`src/rtl/switch_allocator.sv`:
```
// switch_allocator: three-port (L/W/S) wormhole switch allocator.
// Each output port has its own lock FSM, round-robin arbiter and
// downstream credit counter. A port locks onto an input when a HEADER
// flit for it is seen, then streams that input's flits until a granted
// TAIL releases the lock.
//
// Ports
//   clk, rst                  clock, asynchronous active-low reset
//   req[2:0]                  head-flit present per input (0=L,1=W,2=S)
//   Ldest/Wdest/Sdest         requested output per input (3 = invalid)
//   L/W/Sflit_type            head flit type (HEADER/BODY/TAIL)
//   credit_in[2:0]            one buffer slot returned per output port
//   grant[2:0]                per-input FIFO read enable (same-cycle transfer)
//   Lsel/Wsel/Ssel            crossbar select per output (3 = none)
//   out_valid[2:0]            per-output flit strobe
//   credit_err                sticky credit-overflow flag

`ifndef HEADER
`define HEADER 3'b001
`endif
`ifndef BODY
`define BODY 3'b010
`endif
`ifndef TAIL
`define TAIL 3'b100
`endif

module switch_allocator #(
  parameter int CREDITS = 4
) (
  input  logic       clk,
  input  logic       rst,
  input  logic [2:0] req,
  input  logic [1:0] Ldest,
  input  logic [1:0] Wdest,
  input  logic [1:0] Sdest,
  input  logic [2:0] Lflit_type,
  input  logic [2:0] Wflit_type,
  input  logic [2:0] Sflit_type,
  input  logic [2:0] credit_in,
  output logic [2:0] grant,
  output logic [1:0] Lsel,
  output logic [1:0] Wsel,
  output logic [1:0] Ssel,
  output logic [2:0] out_valid,
  output logic       credit_err
);

  logic [2:0][1:0] dest;
  logic [2:0][2:0] ftype;
  logic [2:0]      hdr, tail;
  logic [2:0]      locked, perr, pov;
  logic [2:0][1:0] owner, sel;
  logic [2:0][2:0] busy, cand, pgrant;

  assign dest  = {Sdest, Wdest, Ldest};
  assign ftype = {Sflit_type, Wflit_type, Lflit_type};

  always_comb begin
    for (int i = 0; i < 3; i++) begin
      hdr[i]  = (ftype[i] == `HEADER);
      tail[i] = (ftype[i] == `TAIL);
    end
  end

  // An input already holding some other output may not start a second
  // packet elsewhere; this keeps at most one grant bit per input.
  always_comb begin
    busy = '0;
    cand = '0;
    for (int p = 0; p < 3; p++)
      for (int q = 0; q < 3; q++)
        for (int i = 0; i < 3; i++)
          if (q != p && locked[q] && owner[q] == 2'(i)) busy[p][i] = 1'b1;
    for (int p = 0; p < 3; p++)
      for (int i = 0; i < 3; i++)
        cand[p][i] = req[i] && hdr[i] && (dest[i] == 2'(p)) && !busy[p][i];
  end

  for (genvar p = 0; p < 3; p++) begin : g_port
    switch_allocator_port #(.CREDITS(CREDITS)) u_port (
      .clk       (clk),
      .rst       (rst),
      .cand      (cand[p]),
      .req       (req),
      .tail      (tail),
      .credit_in (credit_in[p]),
      .grant     (pgrant[p]),
      .sel       (sel[p]),
      .out_valid (pov[p]),
      .locked    (locked[p]),
      .owner     (owner[p]),
      .credit_err(perr[p])
    );
  end

  assign grant      = pgrant[0] | pgrant[1] | pgrant[2];
  assign out_valid  = pov;
  assign Lsel       = sel[0];
  assign Wsel       = sel[1];
  assign Ssel       = sel[2];
  assign credit_err = |perr;

endmodule

// switch_allocator_port: one output port's lock FSM, round-robin
// pointer (last served input) and credit counter.
//   cand       inputs eligible to start a packet on this port
//   req, tail  head-flit present / head flit is TAIL, per input
//   credit_in  returned downstream slot
//   grant      one-hot read enable toward the owning input
//   sel        owner while locked, 3 when idle
//   locked, owner  lock status for cross-port eligibility
//   credit_err sticky overflow flag
module switch_allocator_port #(
  parameter int CREDITS = 4
) (
  input  logic       clk,
  input  logic       rst,
  input  logic [2:0] cand,
  input  logic [2:0] req,
  input  logic [2:0] tail,
  input  logic       credit_in,
  output logic [2:0] grant,
  output logic [1:0] sel,
  output logic       out_valid,
  output logic       locked,
  output logic [1:0] owner,
  output logic       credit_err
);

  localparam logic [0:0] IDLE   = 1'b0;
  localparam logic [0:0] LOCKED = 1'b1;
  localparam logic [3:0] CMAX   = 4'(CREDITS);

  logic [0:0] state;
  logic [1:0] owner_q, ptr_q, win;
  logic [3:0] cnt_q;
  logic       err_q, win_vld, send;

  // Search starts just after the last served input, so it ends up last.
  always_comb begin
    win_vld = 1'b0;
    win     = ptr_q;
    for (int k = 1; k <= 3; k++) begin
      int j;
      j = (int'(ptr_q) + k) % 3;
      if (!win_vld && cand[j]) begin
        win_vld = 1'b1;
        win     = 2'(j);
      end
    end
  end

  assign locked     = (state == LOCKED);
  assign send       = locked && req[owner_q] && (cnt_q != 4'd0);
  assign grant      = send ? (3'b001 << owner_q) : 3'b000;
  assign out_valid  = send;
  assign sel        = locked ? owner_q : 2'd3;
  assign owner      = owner_q;
  assign credit_err = err_q;

  always_ff @(posedge clk or negedge rst) begin
    if (!rst) begin
      state   <= IDLE;
      owner_q <= 2'd0;
      ptr_q   <= 2'd2;  // S last => L > W > S
      cnt_q   <= CMAX;
      err_q   <= 1'b0;
    end else begin
      // Allocation is only evaluated in IDLE, so a port releasing on TAIL
      // cannot re-grant in the same cycle.
      case (state)
        IDLE: if (win_vld) begin
          state   <= LOCKED;
          owner_q <= win;
        end
        default: if (send && tail[owner_q]) begin
          state <= IDLE;
          ptr_q <= owner_q;
        end
      endcase

      if (send && !credit_in)
        cnt_q <= cnt_q - 4'd1;
      else if (!send && credit_in) begin
        if (cnt_q == CMAX) err_q <= 1'b1;
        else               cnt_q <= cnt_q + 4'd1;
      end
    end
  end

endmodule
```
`config.mk`:
```
export PLATFORM = sky130hd
export DESIGN_NAME = switch_allocator
export DESIGN_NICKNAME = d
export VERILOG_FILES = /design/src/rtl/switch_allocator.sv
export SDC_FILE = /design/constraint.sdc
export NUM_CORES = 1
export LEC_CHECK = 0
export CAP_MARGIN = 0
export CORE_MARGIN = 4
export CORE_UTILIZATION = 50
export CTS_CLUSTER_SIZE = 16
export DETAILED_ROUTE_END_ITERATION = 12
export PLACE_DENSITY = 0.77
export SYNTH_ARGS = -nofsm -noshare
export SYNTH_HDL_FRONTEND = slang
export SYNTH_SLANG_ARGS = --single-unit
```
`constraint.sdc`:
```
create_clock -name clk -period 2.5 [get_ports clk]
set_clock_uncertainty 0.2 [all_clocks]
set_input_delay 0.5 -clock clk [delete_from_list [all_inputs] [get_ports clk]]
set_output_delay 0.5 -clock clk [all_outputs]
set_load 0.01 [all_outputs]
```
## Word level (Yosys, flattened, before mapping)

Index checks and enable logic that the tools add are counted.

- Add/subtract/negate cells: 15
- Multipliers: 0
- Divide/modulo/power cells: 9
- Order comparisons: 12
- Equal/unequal tests: 24
- Shifts and indexed selects: 3
- Muxes and demuxes: 96
- Bitwise operators: 8
- Reduce and logical (&&, ||, !) cells: 97

Operators with widths:

| operator | count |
|---|---|
| $lt A32 B4 Y1 const B | 9 |
| $mod A32 B3 Y32 const B | 9 |
| $mux W1 | 57 |
| $logic_and A1 B1 Y1 | 51 |
| $mux W4 | 9 |
| $bmux W1 S2 | 15 |
| $mux W2 | 12 |
| $logic_not A1 Y1 | 21 |
| $add A2 B2 Y3 const B | 6 |
| $reduce_and A2 Y1 | 9 |
| $add A4 B1 Y4 const B | 3 |
| $eq A2 B1 Y1 const B | 6 |
| $eq A2 B2 Y1 const B | 6 |
| $eq A4 B3 Y1 const B | 3 |
| $logic_not A2 Y1 | 6 |
| $reduce_bool A4 Y1 | 3 |
| $sub A4 B1 Y4 const B | 3 |
| $add A2 B1 Y3 const B | 3 |
| $eq A3 B1 Y1 const B | 3 |
| $eq A3 B3 Y1 const B | 3 |
| $lt A2 B3 Y1 const B | 3 |
| $mux W3 | 3 |
| $reduce_and A3 Y1 | 3 |
| $shl A1 B2 Y3 const A | 3 |
| other kinds (5) | 15 |

- Flip-flop bits (word level): 30
- Bits in latches: 0
- Memory bits (writable): 0
- Memory bits (read-only): 0
- Input port bits: 23
- Output and inout port bits: 13
- Logic and storage cells: 279
- Memories kept: 0

## Depth between registers and ports, before layout

Gate-level depths: netlist (run 1).

- Depth after elaboration: 18
- Mapped depth: 13
- Depth with buffers taken out: 12

## Cells and area by module

A second synthesis (run 1) with hierarchy kept.

- Cell total of the unflattened synthesis: 311
- Area total of the unflattened synthesis: 2,790.2 sq um

Modules (own cells, without submodules):

| module | instances | cells an instance | area an instance (sq um) | seq. area each (sq um) |
|---|---|---|---|---|
| switch_allocator_port | 3 | 92 | 853.3 | 252.7 |
| switch_allocator | 1 | 35 | 230.2 | 0.0 |

## Least setup slack after synthesis (run 1)

OpenSTA, ideal clock, no wires.

- Path kind: reg2reg
- Start point: reg g_port[0].u_port.cnt_q[0]
- End point: reg g_port[0].u_port.cnt_q[2]
- Setup time: 0.075 ns
- Arrival: 2.235 ns
- Data required time: 2.225 ns
- Slack: -0.010 ns
- Cell stages (with the launch flop): 11
- Buffers on the path: 0
- Clock period less this slack: 2.510 ns
- Cells stage by stage: dfrtp_1 or3_1 o211ai_1 inv_1 ha_1 xor2_1 ha_1 a21oi_1 xnor2_1 nand2_1 xnor2_1

- Longest elaborated chain between the ends: 6
- Elaborated cells between the ends (all ways): 14
- Those cells by class: 2 x add/sub; 2 x eq/ne; 3 x mux; 7 x reduce/logical

RTL lines:

| element | RTL line | RTL |
|---|---|---|
| start: declaration | 138 | `logic [3:0] cnt_q;` |
| start signal: assignment | 185 | `cnt_q <= cnt_q - 4'd1;` |
| start signal: assignment | 188 | `else cnt_q <= cnt_q + 4'd1;` |
| $reduce_bool A4 Y1 * | 156 | `assign send = locked && req[owner_q] && (cnt_q != 4'd0);` |
| $logic_and A1 B1 Y1 * | 156 |  |
| via g_port[0].u_port.out_valid | 126 | `output logic out_valid,` |
| $logic_not A1 Y1 | 186 | `else if (!send && credit_in) begin` |
| $logic_and A1 B1 Y1 | 186 |  |
| $reduce_bool A2 Y1 (no source line) | - |  |
| $reduce_and A2 Y1 (no source line) | - |  |

The timed path passes the listed nets; every way through them passes the cells marked *. The select of a mux whose other input is x is not followed.
A chain may end at the register's enable or synchronous reset.

## Worst setup path in the final report (run 1)

- Start point: in req[1]
- End point: out grant[1]

- Longest elaborated chain between the ends: 7
- Elaborated cells between the ends (all ways): 17
- Those cells by class: 9 x mux; 2 x bitwise; 6 x reduce/logical

RTL lines:

| element | RTL line | RTL |
|---|---|---|
| start: declaration | 33 | `input logic [2:0] req,` |
| $bmux W1 S2 | 156 |  |
| $mux W1 (implied by the code) | 156 |  |
| $logic_and A1 B1 Y1 (2 in a row) | 156 |  |
| $mux W3 | 157 | `assign grant = send ? (3'b001 << owner_q) : 3'b000;` |
| $or A3 B3 Y3 | 97 | `assign grant = pgrant[0] \| pgrant[1] \| pgrant[2];` |
| $or A3 B3 Y3 * | 97 |  |
| end: declaration | 41 | `output logic [2:0] grant,` |

Every way passes the cells marked *; elsewhere a longest branch is shown, timed or not. The select of a mux whose other input is x is not followed.

==> impl_results.rst, run 1 <==
.. list-table::
   :header-rows: 1

   * - Metric
     - Value
   * - Effective utilization at floorplan
     - 0.521
   * - Leading cell type by number of instances after synthesis
     - sky130_fd_sc_hd__nand2_1
   * - Max capacitance violation total
     - 0
   * - Total chip power
     - 5.89 mW
   * - Critical path peak fanout
     - 4
   * - Post-Route Utilization
     - 0.817
   * - Per-cell routed wire length
     - 22.2 um
   * - Largest net degree at the start of global routing
     - 31
   * - Ranking of synthesized cells by area
     - sky130_fd_sc_hd__dfrtp_1, sky130_fd_sc_hd__ha_1, sky130_fd_sc_hd__dfstp_2
   * - Post-Syn Instances
     - 312
   * - Least-Margin Pin Slew
     - 0.588 ns
   * - Count of distinct cell types in the synthesized netlist
     - 60
   * - Number of search-and-repair iterations in the first detailed-routing pass
     - 5
   * - Net total in the final layout
     - 477
   * - Max VDD drop
     - 1.39 mV
   * - Final Cycle Share
     - 1.17
   * - Cell Count Post-Placement
     - 465
   * - Status
     - finished, violations left
   * - Number of enable flip-flop cells after synthesis
     - 0
   * - Async S/R FF share, synth
     - 1.00
   * - Buffer type at the clock tree root
     - sky130_fd_sc_hd__clkbuf_8
   * - Number of register bits inferred by synthesis
     - 30
   * - Buffers added on ports
     - 35
   * - Sinks on the clock net
     - 30
   * - Data required time at the worst endpoint
     - 1.80 ns
   * - Clock-pin slew reported for the worst setup and hold paths after clock tree synthesis
     - 0.06 ns
   * - Share of layout cells above drive strength 1
     - 0.404
   * - Detailed placer's ending HPWL
     - 5650 um
   * - Violations in the final reports
     - setup timing
   * - Worst hold path class
     - register to register
   * - Mapped Nets
     - 359
   * - Post-DRT Antenna Nets
     - 0
   * - Worst skew pair latency
     - 0.29 ns
   * - Crit path kind
     - input pin to output pin
   * - Drt via density
     - 6.32
   * - Min setup slack post-route
     - -0.434 ns
   * - Critical path capture point type
     - output pin
   * - Top Ports
     - 36
   * - Worst-case headroom to the max-slew limit
     - 0.604
   * - Leakage power
     - 1.88 nW
   * - Signed area change from the synthesized netlist to the final layout
     - 56.9%
   * - Vias
     - 3164
   * - Remaining routing DRC violations
     - 0
   * - TritonCTS clock tree
     - built
   * - Area of the die
     - 6590 um^2
   * - Detailed-route wire length
     - 11100 um
   * - Synth Flop Type
     - sky130_fd_sc_hd__dfrtp_1
   * - Area of the core
     - 5140 um^2
   * - Number of antenna diodes
     - 0
   * - Worst endpoint data arrival time
     - 2.23 ns
   * - Global-route wire length before repair
     - 13800 um
   * - # rows
     - 26
   * - Number of cells in the finished layout apart from fillers
     - 501
   * - Portion of the post-synthesis area used by sequential elements
     - 0.283
   * - Proportion of netlist area held by the largest area contributor
     - 0.224
   * - Total global-route track usage
     - 0.275
   * - Leading area contributor after synthesis
     - sky130_fd_sc_hd__dfrtp_1
   * - Most instantiated cells after synthesis
     - sky130_fd_sc_hd__nand2_1, sky130_fd_sc_hd__dfrtp_1, sky130_fd_sc_hd__ha_1, sky130_fd_sc_hd__inv_1, sky130_fd_sc_hd__nor2_1
   * - Final weighted congestion in routability-driven placement
     - 0.895
   * - Max-slew violation count
     - 0
   * - Buffer levels on the longest clock path
     - 2
   * - Number of hold-slack violations in the final timing report
     - 0
   * - RSZ-0062 raised after global routing
     - yes
   * - Sum of negative setup slack
     - -3.39 ns
   * - Critical Path Source Type
     - input pin
   * - Number of global-route vias before repair
     - 2862
   * - Inserted Clock Buffers
     - 5
   * - Fill count
     - 279
   * - Number of design-rule violations left by the first detailed-router iteration
     - 332
   * - DIE WIDTH
     - 81.2 um
   * - Congestion Overflow GR
     - 0
   * - Power per cell area
     - 1400 nW/um^2
   * - Antenna violations before repair
     - 0
   * - CTS H-tree depth
     - 2
   * - Number of warning messages in the yosys log
     - 0
   * - Final setup violation count
     - 18
   * - Die H
     - 81.2 um
   * - Post-layout minimum cycle time
     - 2.93 ns
   * - Achievable frequency
     - 0.341 GHz
   * - Cell area after synthesis
     - 2680 um^2
   * - Average cell area after synthesis
     - 8.58 um^2
-- worst max-delay path, stage by stage --
cell,delay (ns)
sky130_fd_sc_hd__dlygate4sd2_1,0.31
sky130_fd_sc_hd__mux2i_1,0.13
sky130_fd_sc_hd__o2bb2ai_1,0.47
sky130_fd_sc_hd__nand3_4,0.17
sky130_fd_sc_hd__inv_4,0.13
sky130_fd_sc_hd__nand3_1,0.23
sky130_fd_sc_hd__o221ai_4,0.16
sky130_fd_sc_hd__buf_6,0.14
-- cell usage in the layout, fill, tap and decap left out, types with 5 or more instances in the layout --
master,count
sky130_fd_sc_hd__a21o_1,6
sky130_fd_sc_hd__a21oi_1,11
sky130_fd_sc_hd__buf_4,78
sky130_fd_sc_hd__buf_6,13
sky130_fd_sc_hd__clkbuf_8,6
sky130_fd_sc_hd__clkdlybuf4s50_1,17
sky130_fd_sc_hd__dfrtp_1,20
sky130_fd_sc_hd__dfstp_2,6
sky130_fd_sc_hd__dlymetal6s2s_1,6
sky130_fd_sc_hd__ha_1,17
sky130_fd_sc_hd__inv_1,20
sky130_fd_sc_hd__mux2i_1,8
sky130_fd_sc_hd__nand2_1,35
sky130_fd_sc_hd__nand2b_1,5
sky130_fd_sc_hd__nand3b_1,8
sky130_fd_sc_hd__nand4b_1,5
sky130_fd_sc_hd__nor2_1,14
sky130_fd_sc_hd__nor2b_1,5
sky130_fd_sc_hd__nor3_1,5
sky130_fd_sc_hd__o21ai_0,9
sky130_fd_sc_hd__xnor2_1,6
-- where the power goes --
part	leakage, nW	internal, mW	switching, mW
Sequential	0.331	0.762	0.274
Combinational	1.51	2.20	2.22
Clock	0.0482	0.222	0.210
-- flip-flops by register name, summed over array words and instances, names as in the netlist --
| name | count |
|---|---|
| g_port.u_port.locked | 3 |
| g_port.u_port.credit_err | 3 |
| g_port.u_port.cnt_q | 12 |
| g_port.u_port.owner | 6 |
| g_port.u_port.ptr_q | 6 |
-- metal layers --
layer	part of all wire	track usage
met1	0.39	0.316
met2	0.47	0.492
met3	0.077	0.0488
met4	0.067	0.128
met5	0	0
-- final cells by class --
| type | instances | area (um^2) | area share |
|---|---|---|---|
| multi-input cells | 246 | 2110 | 0.502 |
| repair buffers | 123 | 1040 | 0.249 |
| flip-flops and latches | 30 | 763 | 0.182 |
| inverters | 24 | 104 | 0.0247 |
| well taps | 70 | 87.6 | 0.0209 |
| clock buffers | 7 | 86.3 | 0.0206 |
| clock inverters | 1 | 5.00 | 0.00119 |
-- metrics by stage --
stage                     hold slack [ns]  worst slack, ns  cell area, um^2
after CTS                           0.256           -0.167             3810
after global routing                0.265           -0.492             4200
after floorplan                   0.00441           0.0189             2680
final                               0.253           -0.434             4200
after global placement              0.240           -0.494             3490
after detailed placement            0.241           -0.547             3490
-- final timing paths --
path	startpoint	endpoint	slack [ns]	cells past startpoint
worst max-delay path	req[1]	grant[1]	-0.43	8
worst min-delay path	g_port[2].u_port.credit_err	g_port[2].u_port.credit_err	0.25	1
worst max register to register	g_port[1].u_port.cnt_q[1]	g_port[1].u_port.cnt_q[3]	-0.39	12
worst min register to register	g_port[2].u_port.credit_err	g_port[2].u_port.credit_err	0.25	1
max in group asynchronous	rst	g_port[0].u_port.cnt_q[2]	1.30	2
min in group asynchronous	rst	g_port[2].u_port.cnt_q[3]	0.44	2
-- kinds of logic (layout without fill, tap and decap cells) --
family	Yosys count	count (layout)	share of synthesized area
simple gates	127	127	0.268
compound gates	71	71	0.190
buf+inv	36	155	0.0626
flops	30	30	0.283
fa+ha+maj	24	24	0.112
xor+xnor	14	14	0.0458
mux	10	10	0.0383
-- timing repair --
item                       CTS  global route
setup endpoints to repair   28            24
setup buffers               13            17
pin swaps                   18            43
resized for setup           63            67
hold buffers                 0             0
(Power assumes the default switching activity.)
==> run 2, diff against run 1 <==
- MAX_ROUTING_LAYER: default -> met4
==> impl_results.rst, run 2 (synthesis results as in run 1) <==
.. list-table::
   :header-rows: 1

   * - Metric
     - Value
   * - Startpoint of the lowest-slack hold path
     - g_port[2].u_port.credit_err
   * - Worst r2r path cells
     - 12 (unchanged)
   * - Worst flop-to-flop path startpoint
     - g_port[1].u_port.cnt_q[1]
   * - Detailed-route wire length
     - 11100 um (-0.59%)
   * - Hold buffers post-CTS
     - 0 (unchanged)
   * - Min setup slack post-route
     - -0.395 ns (+0.0389 ns)
   * - # rows
     - 26 (unchanged)
   * - Share of layout cells above drive strength 1
     - 0.404 (unchanged)
   * - End of the worst register-to-register path
     - g_port[1].u_port.cnt_q[3]
   * - Number of flip-flops under the largest register name
     - 12 (unchanged)
   * - Place WS
     - -0.547 ns (unchanged)
   * - Achievable frequency
     - 0.345 GHz (+1.3%)
   * - Number of design-rule violations left by the first detailed-router iteration
     - 333 (+0.30%)
   * - RSZ-0062 raised after global routing
     - yes
   * - Post-Route Utilization
     - 0.817 (unchanged)
   * - Sinks on the clock net
     - 30 (unchanged)
   * - Area of the multi-input gates
     - 2110 um^2 (unchanged)
   * - Status
     - finished, violations left
   * - Leakage power
     - 1.88 nW (unchanged)
   * - Power per cell area
     - 1400 nW/um^2 (about the same)
   * - DIE WIDTH
     - 81.2 um (unchanged)
   * - Endpoint of the worst hold-timing path
     - g_port[2].u_port.credit_err
   * - Critical path peak fanout
     - 3 (-1)
   * - Reg area
     - 763 um^2 (unchanged)
   * - Die H
     - 81.2 um (unchanged)
   * - Max VDD drop
     - 1.38 mV (-0.95%)
   * - Final weighted congestion in routability-driven placement
     - 0.910 (+1.7%)
   * - Clock-pin slew reported for the worst setup and hold paths after clock tree synthesis
     - 0.06 ns (about the same)
   * - Least-Margin Pin Slew
     - 0.624 ns (+0.0356 ns)
   * - Worst hold path class
     - register to register
   * - Number of hold-slack violations in the final timing report
     - 0 (unchanged)
   * - Buffer type at the clock tree root
     - sky130_fd_sc_hd__clkbuf_8
   * - Worst endpoint data arrival time
     - 2.19 ns (-0.04 ns)
   * - Number of antenna diodes
     - 0 (unchanged)
   * - Max capacitance violation total
     - 0 (unchanged)
   * - Fill count
     - 279 (unchanged)
   * - Antenna violations before repair
     - 0 (unchanged)
   * - Post-DRT Antenna Nets
     - 0 (unchanged)
   * - Critical Path Source Type
     - input pin
   * - Number of global-route vias before repair
     - 2867 (+0.17%)
   * - Setup slack on the worst flop-to-flop path
     - -0.37 ns (+0.02 ns)
   * - Number of cells in the finished layout apart from fillers
     - 501 (unchanged)
   * - Cell Count Post-Placement
     - 465 (unchanged)
   * - Global-route wire length before repair
     - 13800 um (about the same)
   * - Critical path capture point type
     - output pin
   * - Top Ports
     - 36 (unchanged)
   * - Effective utilization at floorplan
     - 0.521 (unchanged)
   * - Buffer levels on the longest clock path
     - 2 (unchanged)
   * - Remaining routing DRC violations
     - 0 (unchanged)
   * - Top register by number of flip-flops
     - g_port.u_port.cnt_q
   * - Worst skew pair latency
     - 0.29 ns (about the same)
   * - Inserted Clock Buffers
     - 5 (unchanged)
   * - Total chip power
     - 5.89 mW (about the same)
   * - Post-layout minimum cycle time
     - 2.89 ns (-0.0389 ns)
   * - Crit path kind
     - input pin to output pin
   * - Violations in the final reports
     - setup timing
   * - Drt via density
     - 6.31 (about the same)
   * - Final setup violation count
     - 19 (+1)
   * - Data required time at the worst endpoint
     - 1.80 ns (about the same)
   * - Detailed placer's ending HPWL
     - 5650 um (unchanged)
   * - Congestion Overflow GR
     - 0 (unchanged)
   * - Final Cycle Share
     - 1.16 (-0.0156)
   * - Worst-case headroom to the max-slew limit
     - 0.580 (-0.0240)
   * - Number of search-and-repair iterations in the first detailed-routing pass
     - 7 (+2)
   * - CTS H-tree depth
     - 2 (unchanged)
   * - Max-slew violation count
     - 0 (unchanged)
   * - Net total in the final layout
     - 477 (unchanged)
   * - Per-cell routed wire length
     - 22.1 um (-0.59%)
   * - Area of the die
     - 6590 um^2 (unchanged)
   * - Source of the critical timing path
     - req[1]
   * - TritonCTS clock tree
     - built
   * - Vias
     - 3161 (-0.095%)
   * - Signed area change from the synthesized netlist to the final layout
     - 56.9% (unchanged)
   * - Total global-route track usage
     - 0.282 (+0.00744)
   * - Buffers added on ports
     - 35 (unchanged)
   * - Largest net degree at the start of global routing
     - 31 (unchanged)
   * - Worst Hold Depth
     - 1 (unchanged)
   * - Most common cell after layout, fill and taps aside
     - sky130_fd_sc_hd__buf_4
   * - Commonest cells after routing, fill and taps aside
     - sky130_fd_sc_hd__buf_4, sky130_fd_sc_hd__nand2_1, sky130_fd_sc_hd__inv_1, sky130_fd_sc_hd__dfrtp_1
   * - Area of the core
     - 5140 um^2 (unchanged)
==> run 2: area by class of cell <==
class                      instances  area share
multi-input combinational        246       0.502
timing repair buffer             123       0.249
sequential                        30       0.182
inverter                          24      0.0247
tap                               70      0.0209
clock buffer                       7      0.0206
clock inverter                     1     0.00119
==> run 2: timing repair <==
| action | 4_1_cts | 5_1_grt |
|---|---|---|
| gates resized for setup | 63 | 67 |
| endpoints found under the setup margin | 28 | 24 |
| buffers inserted | 13 | 17 |
| pin swaps | 18 | 43 |
==> run 2: worst max-delay path by stage <==
stage	to	slack, ns
4_1_cts	grant[0]	-0.17
2_1_floorplan	g_port[2].u_port.cnt_q[2]	0.02
3_5_place_dp	grant[0]	-0.55
5_1_grt	grant[0]	-0.46
3_3_place_gp	grant[0]	-0.49
6_report	grant[0]	-0.39
==> run 2: worst max-delay path, cell delays in order <==
cell and delay [ns]:
sky130_fd_sc_hd__dlygate4sd2_1 0.30, sky130_fd_sc_hd__mux2i_1 0.13, sky130_fd_sc_hd__o2bb2ai_1 0.47, sky130_fd_sc_hd__nand3_4 0.17, sky130_fd_sc_hd__buf_4 0.17, sky130_fd_sc_hd__nor3_1 0.16
sky130_fd_sc_hd__a221o_1 0.15, sky130_fd_sc_hd__buf_2 0.13
==> run 2: per-stage QoR <==
step           hold WS, ns  instance area, um^2  setup TNS [ns]
2_1_floorplan      0.00441                 2680               0
4_1_cts              0.256                 3810          -0.369
6_report             0.251                 4200           -3.22
3_5_place_dp         0.241                 3490          -12.92
3_3_place_gp         0.240                 3490          -11.12
5_1_grt              0.265                 4200           -4.59
==> run 2: routing by layer <==
layer / vias up / GRT usage / routed length [um]
met5: - / - / 0
li1: 1349 / - / -
met3: 79 / 0.0432 / 847
met1: 1522 / 0.318 / 4260
met4: 0 / 0.122 / 723
met2: 211 / 0.496 / 5240
==> run 2: where the power goes <==
| group | switching [mW] | internal, mW | total (mW) |
|---|---|---|---|
| clock network | 0.206 | 0.222 | 0.429 |
| registers | 0.275 | 0.762 | 1.04 |
| logic | 2.22 | 2.20 | 4.42 |
